==> src/rtl/alarm_pkg.sv <==
`default_nettype none
// +----------------------------------------------------------------------+
// | Module      : alarm_pkg                                              |
// | Description : State encoding and counter width helpers for the       |
// |               lights/door/ignition warning controller.               |
// | Revision    : 1.0 - initial release                                  |
// +----------------------------------------------------------------------+
package alarm_pkg;

    typedef enum logic [1:0] {
        IDLE  = 2'd0,
        GRACE = 2'd1,
        SOUND = 2'd2,
        MUTED = 2'd3
    } alarmState_t;

    // Width needed to hold 0..n-1, never less than one bit.
    function automatic int cntW(input int n);
        return (n <= 1) ? 1 : $clog2(n);
    endfunction

    localparam int c_DEF_GRACE_W = cntW(10);
    localparam int c_DEF_PHASE_W = cntW(3 + 2);
    localparam int c_DEF_BEEP_W  = cntW(3);

endpackage
`default_nettype wire

==> src/rtl/alarm_debounce.sv <==
`default_nettype none
// +----------------------------------------------------------------------+
// | Module      : alarm_debounce                                         |
// | Description : Filters one raw body input; the filtered copy follows  |
// |               only after DEB_CYC consecutive differing samples.      |
// | Revision    : 1.0 - initial release                                  |
// +----------------------------------------------------------------------+
module alarm_debounce
    import alarm_pkg::*;
#(
    parameter int DEB_CYC = 4
) (
    input  logic clk,
    input  logic rst,
    input  logic raw,
    output logic filtered
);

    localparam int                 c_CNT_W   = cntW(DEB_CYC);
    localparam logic [c_CNT_W-1:0] c_CNT_TOP = c_CNT_W'(DEB_CYC - 1);
    localparam logic [c_CNT_W-1:0] c_CNT_ONE = c_CNT_W'(1);

    logic [c_CNT_W-1:0] r_cnt;
    logic               r_filt;

    always_ff @(posedge clk) begin
        if (rst) begin
            r_cnt  <= '0;
            r_filt <= 1'b0;
        end else if (raw == r_filt) begin
            r_cnt <= '0;
        end else if (r_cnt == c_CNT_TOP) begin
            r_cnt  <= '0;
            r_filt <= raw;
        end else begin
            r_cnt <= r_cnt + c_CNT_ONE;
        end
    end

    assign filtered = r_filt;

endmodule
`default_nettype wire

==> src/rtl/alarm_ctrl.sv <==
`default_nettype none
// +----------------------------------------------------------------------+
// | Module      : alarm_ctrl                                             |
// | Description : Debounced lights-on/door-open/ignition-off warning     |
// |               with grace delay, bounded beep pattern and mute.       |
// | Revision    : 1.0 - initial release                                  |
// +----------------------------------------------------------------------+
module alarm_ctrl
    import alarm_pkg::*;
#(
    parameter int DEB_CYC   = 4,
    parameter int GRACE_CYC = 10,
    parameter int ON_CYC    = 3,
    parameter int OFF_CYC   = 2,
    parameter int MAX_BEEPS = 3
) (
    input  logic       clk,
    input  logic       rst,
    input  logic       sLuz,
    input  logic       sPrta,
    input  logic       sIgn,
    input  logic       sAck,
    output logic       sAlarm,
    output logic [1:0] sState
);

    localparam int c_GRACE_W = cntW(GRACE_CYC);
    localparam int c_PHASE_W = cntW(ON_CYC + OFF_CYC);
    localparam int c_BEEP_W  = cntW(MAX_BEEPS);

    localparam logic [c_GRACE_W-1:0] c_GRACE_LOAD = c_GRACE_W'(GRACE_CYC - 1);
    localparam logic [c_GRACE_W-1:0] c_GRACE_ONE  = c_GRACE_W'(1);
    localparam logic [c_PHASE_W-1:0] c_PHASE_LAST = c_PHASE_W'(ON_CYC + OFF_CYC - 1);
    localparam logic [c_PHASE_W-1:0] c_PHASE_ON   = c_PHASE_W'(ON_CYC);
    localparam logic [c_PHASE_W-1:0] c_PHASE_ONE  = c_PHASE_W'(1);
    localparam logic [c_BEEP_W-1:0]  c_BEEP_LAST  = c_BEEP_W'(MAX_BEEPS - 1);
    localparam logic [c_BEEP_W-1:0]  c_BEEP_ONE   = c_BEEP_W'(1);

    logic w_fLuz;
    logic w_fPrta;
    logic w_fIgn;
    logic w_cond;

    alarm_debounce #(.DEB_CYC(DEB_CYC)) u_debLuz (
        .clk      (clk),
        .rst      (rst),
        .raw      (sLuz),
        .filtered (w_fLuz)
    );

    alarm_debounce #(.DEB_CYC(DEB_CYC)) u_debPrta (
        .clk      (clk),
        .rst      (rst),
        .raw      (sPrta),
        .filtered (w_fPrta)
    );

    alarm_debounce #(.DEB_CYC(DEB_CYC)) u_debIgn (
        .clk      (clk),
        .rst      (rst),
        .raw      (sIgn),
        .filtered (w_fIgn)
    );

    assign w_cond = w_fLuz & w_fPrta & ~w_fIgn;

    alarmState_t          r_state;
    alarmState_t          w_nextState;
    logic [c_GRACE_W-1:0] r_graceCnt;
    logic [c_GRACE_W-1:0] w_nextGrace;
    logic [c_PHASE_W-1:0] r_phase;
    logic [c_PHASE_W-1:0] w_nextPhase;
    logic [c_BEEP_W-1:0]  r_beep;
    logic [c_BEEP_W-1:0]  w_nextBeep;
    logic                 r_alarm;
    logic                 w_nextAlarm;

    always_ff @(posedge clk) begin
        if (rst) begin
            r_state    <= IDLE;
            r_graceCnt <= '0;
            r_phase    <= '0;
            r_beep     <= '0;
            r_alarm    <= 1'b0;
        end else begin
            r_state    <= w_nextState;
            r_graceCnt <= w_nextGrace;
            r_phase    <= w_nextPhase;
            r_beep     <= w_nextBeep;
            r_alarm    <= w_nextAlarm;
        end
    end

    always_comb begin
        w_nextState = r_state;
        w_nextGrace = r_graceCnt;
        w_nextPhase = r_phase;
        w_nextBeep  = r_beep;
        w_nextAlarm = 1'b0;
        unique case (r_state)
            IDLE: begin
                if (w_cond) begin
                    w_nextState = GRACE;
                    w_nextGrace = c_GRACE_LOAD;
                end
            end
            GRACE: begin
                if (!w_cond) begin
                    w_nextState = IDLE;
                end else if (sAck) begin
                    w_nextState = MUTED;
                end else if (r_graceCnt == '0) begin
                    // Siren rises together with the state change, phase 0 is "on".
                    w_nextState = SOUND;
                    w_nextPhase = '0;
                    w_nextBeep  = '0;
                    w_nextAlarm = 1'b1;
                end else begin
                    w_nextGrace = r_graceCnt - c_GRACE_ONE;
                end
            end
            SOUND: begin
                if (!w_cond) begin
                    w_nextState = IDLE;
                end else if (sAck) begin
                    w_nextState = MUTED;
                end else if (r_phase == c_PHASE_LAST && r_beep == c_BEEP_LAST) begin
                    w_nextState = MUTED;
                end else begin
                    if (r_phase == c_PHASE_LAST) begin
                        w_nextPhase = '0;
                        w_nextBeep  = r_beep + c_BEEP_ONE;
                    end else begin
                        w_nextPhase = r_phase + c_PHASE_ONE;
                    end
                    w_nextAlarm = (w_nextPhase < c_PHASE_ON);
                end
            end
            MUTED: begin
                if (!w_cond) begin
                    w_nextState = IDLE;
                end
            end
            default: begin
                w_nextState = IDLE;
            end
        endcase
    end

    assign sAlarm = r_alarm;
    assign sState = r_state;

endmodule
`default_nettype wire

==> config.mk <==
export PLATFORM = sky130hd
export DESIGN_NAME = alarm_ctrl
export DESIGN_NICKNAME = d
export VERILOG_FILES = /design/src/rtl/alarm_pkg.sv /design/src/rtl/alarm_debounce.sv /design/src/rtl/alarm_ctrl.sv
export SDC_FILE = /design/constraint.sdc
export NUM_CORES = 1
export LEC_CHECK = 0
export ABC_AREA = 1
export CAP_MARGIN = 0
export CORE_MARGIN = 2
export CORE_UTILIZATION = 62
export CTS_CLUSTER_SIZE = 25
export DETAILED_ROUTE_END_ITERATION = 10
export PLACE_DENSITY = 0.89
export SKIP_CTS_REPAIR_TIMING = 1
export SYNTH_ARGS = -nofsm -noshare
export SYNTH_HDL_FRONTEND = slang
export SYNTH_HIERARCHICAL = 1
export SYNTH_SLANG_ARGS = --single-unit
==> constraint.sdc <==
create_clock -name clk -period 2.55 [get_ports clk]
set_input_delay 0.51 -clock clk [delete_from_list [all_inputs] [get_ports clk]]
set_output_delay 0.51 -clock clk [all_outputs]
set_load 0.005 [all_outputs]
### Word-level counts from Yosys, hierarchy flattened

Index checks and enable logic that the tools add are counted.

* $add $sub $neg: 6
* magnitude comparators: 1
* equal/unequal tests: 23
* multiplexer cells: 41
* bitwise gates (word level): 6
* reductions and logical operators: 15

Operators with widths (count)
* 3-bit two-way mux: 11
* 2-bit two-way mux: 15
* 2-bit != test (second input constant): 10
* 4-bit two-way mux: 4
* 2-bit == test (second input constant): 6
* 3-bit OR reduction: 3
* 2-bit by 1-bit adder with 2-bit output (second input constant): 4
* 4-bit != test (second input constant): 2
* 2-bit case mux with 4 select lines: 1
* 4-bit case mux with 2 select lines: 1
* 8-bit AND reduction: 1
* 7-bit AND reduction: 1
* 1-bit two-way mux: 6
* 3-bit case mux with 2 select lines: 1
* 2-bit AND reduction: 3
* 5-bit AND reduction: 1
* 4-bit logical NOT: 1
* 1-bit NOT: 4
* 2-bit case mux with 2 select lines: 1
* 4-bit AND reduction: 1
* 2-bit nonzero test: 2
* 4-bit by 1-bit subtractor with 4-bit output (second input constant): 1
* 3-bit by 1-bit adder with 3-bit output (second input constant): 1
* 1-bit == test: 3
* other kinds (7): 8

* bits in registers: 21
* bits of input ports: 6
* output and inout port bits: 3
* word-level logic and storage cells: 103

### Depth between registers and ports, before layout

Gate-level depths: netlist of run 1.

* depth after elaboration: 11
* depth in mapped cells: 11
* gate-level depth less buffers: 11

### By module

The synthesis of run 1 kept the hierarchy.

By module, submodules not included
* alarm_ctrl: instances 1, cells each 144, area each 957.2 sq um, sequential area each 240.2 sq um
* alarm_debounce: instances 3, cells each 17, area each 131.4 sq um, sequential area each 60.1 sq um

### Worst setup path after synthesis of run 1

No wires, ideal clock.

* path kind: reg2reg
* start: register r_state[0] (netlist: sState[0])
* end: register r_beep[0]
* library setup time: 0.064 ns
* arrival: 1.319 ns
* required time: 2.486 ns
* path slack: 1.167 ns
* stages on the path, launching flop included: 11
* path buffers: 1
* period minus slack after synthesis: 1.383 ns
* path through: dfxtp_1 -> inv_1 -> ha_1 -> buf_6 -> inv_1 -> nand2_2 -> nand2_1 -> nand2_1 -> nor2_2 -> nor2_1 -> nor2_1

* word-level cells in the longest chain between the ends: 3
* elaborated cells between the ends (all ways): 12
* classes of those cells: eq/ne (9); mux (1); reduce/logical (2)

RTL lines
* start, declared: line alarm_ctrl.sv:67 `alarmState_t r_state;`
* start signal, assigned: line alarm_ctrl.sv:86 `r_state <= w_nextState;`
* 2-bit == test / 2-bit by 1-bit == test with 1-bit output (equally long branches): line alarm_ctrl.sv:100 `unique case (r_state)`
* 2-bit != test (no source line) / 2-bit nonzero test (equally long branches)
* 8-bit AND reduction (no source line)
* end signal, assigned: line alarm_ctrl.sv:89 `r_beep <= w_nextBeep;`
* end, declared: line alarm_ctrl.sv:73 `logic [c_BEEP_W-1:0] r_beep;`

Several ways; a longest one is shown, not always the timed one.
A chain may end at the register's enable or synchronous reset.

### Worst setup path after layout of run 1

* start: register r_state[1] (netlist: sState[1])
* end: output port sState[1]

RTL lines
* end, declared: line alarm_ctrl.sv:24 `output logic [1:0] sState`

No word-level cell between the ends.

==> results summary, run 1 <==
The count of antenna-violating nets left after detailed routing is 0. The core outline area came out at 2000 um^2. Of the available clock period, the critical path in the final layout requires 69.9%. The total power draw came out at 1.31 mW. The critical path goes through clkdlybuf4s50_1. Summing all non-filler instances in the final layout gives an area of 1470 um^2. The family of cells with the greatest summed delay on the critical path is buffers and inverters. The latest clock arrival within the worst-skew pair is 290 ps. The number of standard cells after synthesis is 195. STA classifies the critical path startpoint as a flop.

The starting DRC count in detailed routing came out at 26. The initial cell density of the core came out at 67.5%. The total negative slack came out at 0 ps. The via count came out at 1210. The most common cell after layout, fill and taps aside is nand2_1.

The number of global-route vias before repair is 1225. Clock tree synthesis found a total of 21 sinks. The number of antenna diodes came out at 0. The worst vdd rail ir drop is 0.000771 V.

The upper clock frequency limit came out at 561 MHz. The sequential fraction of the synthesis area came out at 31.1%. After synthesis, the largest family of logic cells by area is simple AND/OR/NAND/NOR gates. The arrival time at the worst endpoint came out at 1270 ps. Setup repair after global routing left no endpoint under its margin. The internal portion of the total power is 0.723 mW. The clock transition at the registers of the reported paths is 100 ps. Counting distinct cell types in the post-synthesis netlist gives 25. The number of hold violations in the final report came out at 0. The cell area after synthesis came out at 1350 um^2. In this run the tool buffered the top-level ports with 8 buffer cells.

The slowest stage of the critical path is the clkdlybuf4s50_1 cell. The chip width came out at 50.7 um. At the worst endpoint, the required time is 2040 ps. The routed via count divided by cell count came out at 5.22. The number of nets produced by synthesis came out at 214. The site row count is 16. The cell sitting at the root of the clock tree is a clkbuf_4. Wires add up to 2.57 mm. The first-pass GRT wire length is 4.69 mm. The clock network burns 11.5% of the power. The basic-gate share of the synthesized area counting and, or, nand and nor cells is 42.8%. The wire length per cell came out at 11.1 um. In the layout the commonest cells are nand2_1 (45), nor2_1 (31), inv_1 (26).

The smallest clock period supported by the final layout is computed as 1780 ps. The count of boundary I/O pins came out at 9. The CTS buffer count came out at 3. The type of the worst setup path is flop to output port. TritonCTS built the clock tree. Global routing finished with a remaining overflow of 0. The clock tree skew after final layout is 1.25 ps. The measured slew at the worst slew-check pin came out at 449 ps. The share of synthesized cell area in full adder, half adder and majority cells came out at 12.0%. The clock passes through at most 2 buffers. The post-synthesis xor/xnor area fraction is 0.648%.

Final hold analysis gives a worst-case slack of 423 ps. The fraction of layout instances using a drive strength above 1 is 12.7%. The tightest slew margin relative to the limit is 69.9%.

Together, buffers and inverters on the worst path number 1. The filler cell count in the final layout is 166. In this run switching power makes up 44.9% of total power. The routability congestion estimate from global placement came out at 0.857. The first-pass iteration count of the detailed router is 4. The Yosys step of the flow raised 6 warnings. The number of pins with negative max-slew slack in the final report came out at 0. The net count of the finished layout is 225. The total of flip-flops plus latches after synthesis is 21. The worst setup path is captured at an output port. The die span in y came out at 50.7 um. The area growth from synthesis to layout is 8.70%. In this run, the combinational gates consume 56.1% of the power.

The critical-path maximum fanout came out at 5. The number of H-tree branching levels came out at 1. The leakage power is 0.682 nW. The initial antenna violation count came out at 0. The tightest min-delay check is of the flop to flop type.

The synthesized netlist devotes 3.89% of its cell area to compound gates. The run finished with clean final reports. Power spread over the standard cell area amounts to 894 nW/um^2. Setup violations remaining at the end of the flow were counted as 0. In the synthesized netlist, mux cells make up 0% of the area.

The critical path's largest stage delay is 540 ps. The maximum number of pins on one net before global-route repair came out at 12. The total net switching power is 0.590 mW. After synthesis, the mean cell area works out to 6.93 um^2. Once placement finished, the instance area stood at 1440 um^2. The die outline area came out at 2570 um^2. The number of maximum-capacitance violations came out at 0. The total DRC errors in the routed layout came out at 0. The sequential share of power came out at 32.4%. The final HPWL from detailed placement came out at 2.14 mm. The overall global routing resource usage is 23.1%.
## cell families after synthesis
group                    after synthesis
AO/OA/AOI/OAI                         10
XOR/XNOR                               1
adder cells (fa/ha/maj)               13
buffers and inverters                 30
flip-flops                            21
AND/OR/NAND/NOR                      120
## synth_stat cells
cell type   n  area share [%]
nand3b_1    2             1.1
nand2_2     7             3.2
ha_1       13              12
o21ai_0     1            0.37
inv_1      26             7.2
a21boi_0    1            0.56
xnor2_1     1            0.65
nand3_4     1             1.3
clkinv_2    1            0.37
dfxtp_1    21              31
nor2_2      6             2.8
nand2_4     1            0.83
or2_0       1            0.46
nand2_1    45              12
o21ai_1     1            0.37
buf_6       2             1.7
nor3_1      3             1.1
nand3_1    15             5.6
a21oi_1     7             2.6
nor2_1     31             8.6
or2_2       1            0.46
inv_2       1            0.28
nand3_2     3             2.2
nand4_1     2            0.93
nor2_4      2             1.7
## per-stage QoR
stage / util, % / setup WS, ps / cells
after CTS: 73.4 / 752 / 232
after detailed placement: 72.1 / 710 / 228
after global routing: 73.4 / 718 / 232
after global placement: 72.1 / 789 / 228
after floorplan: - / 1170 / 195
final: 73.4 / 768 / 232
## sequential cells by signal (all words and copies together), names as in the netlist
| register | count |
|---|---|
| sState | 2 |
| r_graceCnt | 4 |
| u_debIgn/r_cnt | 2 |
| r_phase | 3 |
| r_beep | 2 |
| u_debLuz/r_cnt | 2 |
| u_debPrta/filtered | 1 |
| u_debPrta/r_cnt | 2 |
| sAlarm | 1 |
| u_debIgn/filtered | 1 |
| u_debLuz/filtered | 1 |
## cell type report
type | count | area, um^2 | share of cell area, %
multi-input cells | 144 | 802 | 54.6
well taps | 27 | 33.8 | 2.30
clock buffers | 4 | 26.3 | 1.79
inverters | 28 | 106 | 7.24
repair buffers | 8 | 80.1 | 5.45
flip-flops and latches | 21 | 420 | 28.6
## metal layers
metal | vias to the layer above | track usage (%) | part of all wire (%)
met4 | 0 | 8.11 | 1.3
met2 | 33 | 44.1 | 52
met5 | - | 0 | 0
met1 | 549 | 26.0 | 43
met3 | 4 | 2.98 | 4.1
li1 | 624 | - | -
## power groups by stage
stage                     registers (mW)  clock network, mW  logic [mW]
after CTS                          0.425              0.157       0.731
after detailed placement           0.432                  0       0.728
after global routing               0.434              0.171       0.838
final                              0.426              0.151       0.737
after floorplan                    0.423                  0       0.593
after global placement             0.430                  0       0.691
## final timing paths
path                          start                end  slack, ps  cells after the start
hold / removal    u_debLuz/r_cnt[0]  u_debLuz/r_cnt[0]        420                      1
hold reg to reg   u_debLuz/r_cnt[0]  u_debLuz/r_cnt[0]        420                      1
setup reg to reg          sState[0]          r_beep[1]        910                      6
setup / recovery          sState[1]          sState[1]        770                      1
Note: power is estimated with default switching activity, not from simulation.
==> inputs of run 2 (changes only) <==
--- a/config.mk
+++ b/config.mk
@@ -8,10 +8,10 @@
 export ABC_AREA = 1
 export CAP_MARGIN = 0
 export CORE_MARGIN = 2
-export CORE_UTILIZATION = 62
+export CORE_UTILIZATION = 52
 export CTS_CLUSTER_SIZE = 25
 export DETAILED_ROUTE_END_ITERATION = 10
-export PLACE_DENSITY = 0.89
+export PLACE_DENSITY = 0.8
 export SKIP_CTS_REPAIR_TIMING = 1
 export SYNTH_ARGS = -nofsm -noshare
 export SYNTH_HDL_FRONTEND = slang
==> constraint.sdc (replaced) <==
create_clock -name clk -period 1.58 [get_ports clk]
set_input_delay 0.316 -clock clk [delete_from_list [all_inputs] [get_ports clk]]
set_output_delay 0.316 -clock clk [all_outputs]
set_load 0.005 [all_outputs]
==> run 2 against run 1 <==
  * Via count shrank 4.5%
  * First-iteration DRC count decreased by 7.7%
  * Highest routed layer unchanged
  * Critical endpoint unchanged
  * Clock-buffer cell count unchanged
  * Sequential power up 60%
  * Combinational power up 66%
  * Global-route usage down 5.0 points
==> results summary, run 2 (synthesis gave the netlist of run 1 again) <==
The number of hold violations in the final report came out at 0 (unchanged). The overall global routing resource usage was 18.2% (was 23.1%). The critical-path maximum fanout came to 5 (unchanged).

The number of flip-flops in the largest register is 4 (unchanged). The routed via count divided by cell count came out at 4.84 (was 5.22). The fraction of layout instances using a drive strength above 1 came out at 16.7% (was 12.7%). The portion of total power attributed to combinational logic was 56.3% (was 56.1%). The number of maximum-capacitance violations came out at 0 (unchanged). The power per cell area is 1430 nW/um^2 (was 894 nW/um^2). The cell area reported after detailed placement came out at 1470 um^2 (was 1440 um^2).

The die outline area is 3020 um^2 (was 2570 um^2). The initial cell density of the core is 54.5% (was 67.5%). The most common cell after layout, fill and taps aside was nand2_1 (unchanged). Series of cell instances along the critical path: clkdlybuf4s50_1 (unchanged). The first-pass iteration count of the detailed router came out at 4 (unchanged). The family of cells with the greatest summed delay on the critical path is buffers and inverters (unchanged). The sink count of the clock tree is 21 (unchanged). The first-pass GRT wire length came out at 3.94 mm (was 4.69 mm). The wire length per cell is 9.82 um (was 11.1 um).

The upper clock frequency limit is 653 MHz. The number of nets in the final layout is 229 (was 225). The post-route clock period utilization came out at 96.9%. The cell chosen for the clock root is clkbuf_4 (unchanged). The required time at the worst-slack endpoint came to 1260 ps (was 2040 ps). The routability congestion estimate from global placement is 0.840 (was 0.857). The CTS tree was built (unchanged).

The total met3 wirelength after detailed routing is 71 um (was 105 um). The buffers plus inverters on the worst setup path was 1 (unchanged). The measured slew at the worst slew-check pin came to 286 ps (was 449 ps). The total DRC errors in the routed layout is 0 (unchanged).

The critical path's largest stage delay is 510 ps (was 540 ps). The type of the worst setup path is flop to output port (unchanged). The number of pins with negative max-slew slack in the final report was 0 (unchanged). The internal power summed over all cells came out at 1.22 mW (was 0.723 mW).

The maximum number of pins on one net before global-route repair came out at 12 (unchanged). The chip width is 55.0 um (was 50.7 um). The initial antenna violation count came out at 0 (unchanged). The leftover overflow at the end of global routing was 0 (unchanged).

The count of antenna-violating nets left after detailed routing is 0 (unchanged). The number of antenna diodes was 0 (unchanged). The most flop-heavy register is r_graceCnt (unchanged). Setup repair after global routing missed its margin: false (unchanged). The switching part of the total power is 43.6% (was 44.9%). The final-layout worst hold slack came out at 428 ps (was 423 ps). The leakage power is 0.720 nW (was 0.682 nW). The area growth from synthesis to layout is 12.6% (was 8.70%). The latest clock arrival within the worst-skew pair is 310 ps (was 290 ps). The sequential share of power came out at 31.5% (was 32.4%). The category of the worst setup path launch point is a flop (unchanged). The arrival time at the worst endpoint came out at 1220 ps (was 1270 ps). The count of boundary I/O pins was 9 (unchanged). The CTS buffer count is 3 (unchanged). The wire length on met2 came to 1.04 mm (was 1.33 mm). The total routed wirelength is 2.35 mm (was 2.57 mm). The clock share of power came to 12.2% (was 11.5%). The tightest slew margin relative to the limit came out at 80.8% (was 69.9%). The die span in y came out at 55.0 um (was 50.7 um).

The number of global-route vias before repair was 1004 (was 1225). The uppermost layer routed is met4 (unchanged). The met1 wire length is 1.20 mm (was 1.10 mm). The number of H-tree branching levels came to 1 (unchanged).

The core outline area is 2480 um^2 (was 2000 um^2). The class of the tightest hold or removal check is flop to flop (unchanged). The clock transition at the registers of the reported paths came to 120 ps (was 100 ps). The total net switching power came out at 0.947 mW (was 0.590 mW).

The type of element capturing the critical path is an output port (unchanged). The worst vdd rail ir drop is 0.000729 V (was 0.000771 V). The starting DRC count in detailed routing is 24 (was 26).

The post-route cell area is 1520 um^2 (was 1470 um^2). The final critical delay including setup and external delays came out at 1530 ps. The site row count came to 18 (was 16). The critical path's slowest cell is clkdlybuf4s50_1 (unchanged). The total of endpoints with negative setup slack in the final report came out at 0 (unchanged).

Commonest cells after routing, fill and taps aside: nand2_1 (45), nor2_1 (31), inv_1 (25) (was nand2_1 (45), nor2_1 (31), inv_1 (26)). The worst-case clock buffer depth is 2 (unchanged). The port buffer count is 8 (unchanged). Regs by FF count: r_graceCnt (4), r_phase (3) (unchanged). Status: complete, no violations (unchanged). The final HPWL from detailed placement is 1.79 mm (was 2.14 mm). The clock tree skew after final layout is 8.27 ps (was 1.25 ps). The via count came to 1156 (was 1210).
[run 2: cell type report]
type	instances	area [um^2]
Multi-Input combinational cell	144	815
Timing Repair Buffer	12	113
Clock buffer	4	26.3
Sequential cell	21	424
Inverter	28	106
Tap cell	30	37.5
Fill cell	238	956
[run 2: through the flow]
stage | worst slack (ps) | total power, mW | setup TNS [ps] | std cells | util [%]
finish | 48.7 | 2.17 | 0 | 239 | 61.4
global route | 0.654 | 2.38 | 0 | 239 | 61.4
CTS | -59.0 | 2.13 | -85.1 | 238 | 60.4
detailed placement | 31.5 | 1.86 | 0 | 234 | 59.3
global placement | 71.7 | 1.85 | 0 | 234 | 59.3
floorplan | 197 | 1.64 | 0 | 195 | -
[run 2: power groups by stage]
stage,combinational [mW],clock [mW],sequential [mW]
after detailed placement,1.17,0,0.691
after floorplan,0.956,0,0.683
after CTS,1.18,0.273,0.678
after global placement,1.15,0,0.691
final,1.22,0.264,0.683
after global routing,1.39,0.293,0.697
[run 2: final timing paths]
kind,from,end,slack (ps),depth (start not counted)
worst max-delay path,sState[1],sState[1],50,1
worst min-delay path,u_debIgn/r_cnt[0],u_debIgn/r_cnt[0],430,1
worst max register to register,sState[0],r_phase[0],140,9
worst min register to register,u_debIgn/r_cnt[0],u_debIgn/r_cnt[0],430,1
[run 2: routing by layer]
layer | vias to the layer above | GRT usage (%)
met4 | 0 | 7.32
met5 | - | 0
met3 | 5 | 3.23
met2 | 20 | 30.6
met1 | 497 | 23.0
li1 | 634 | -
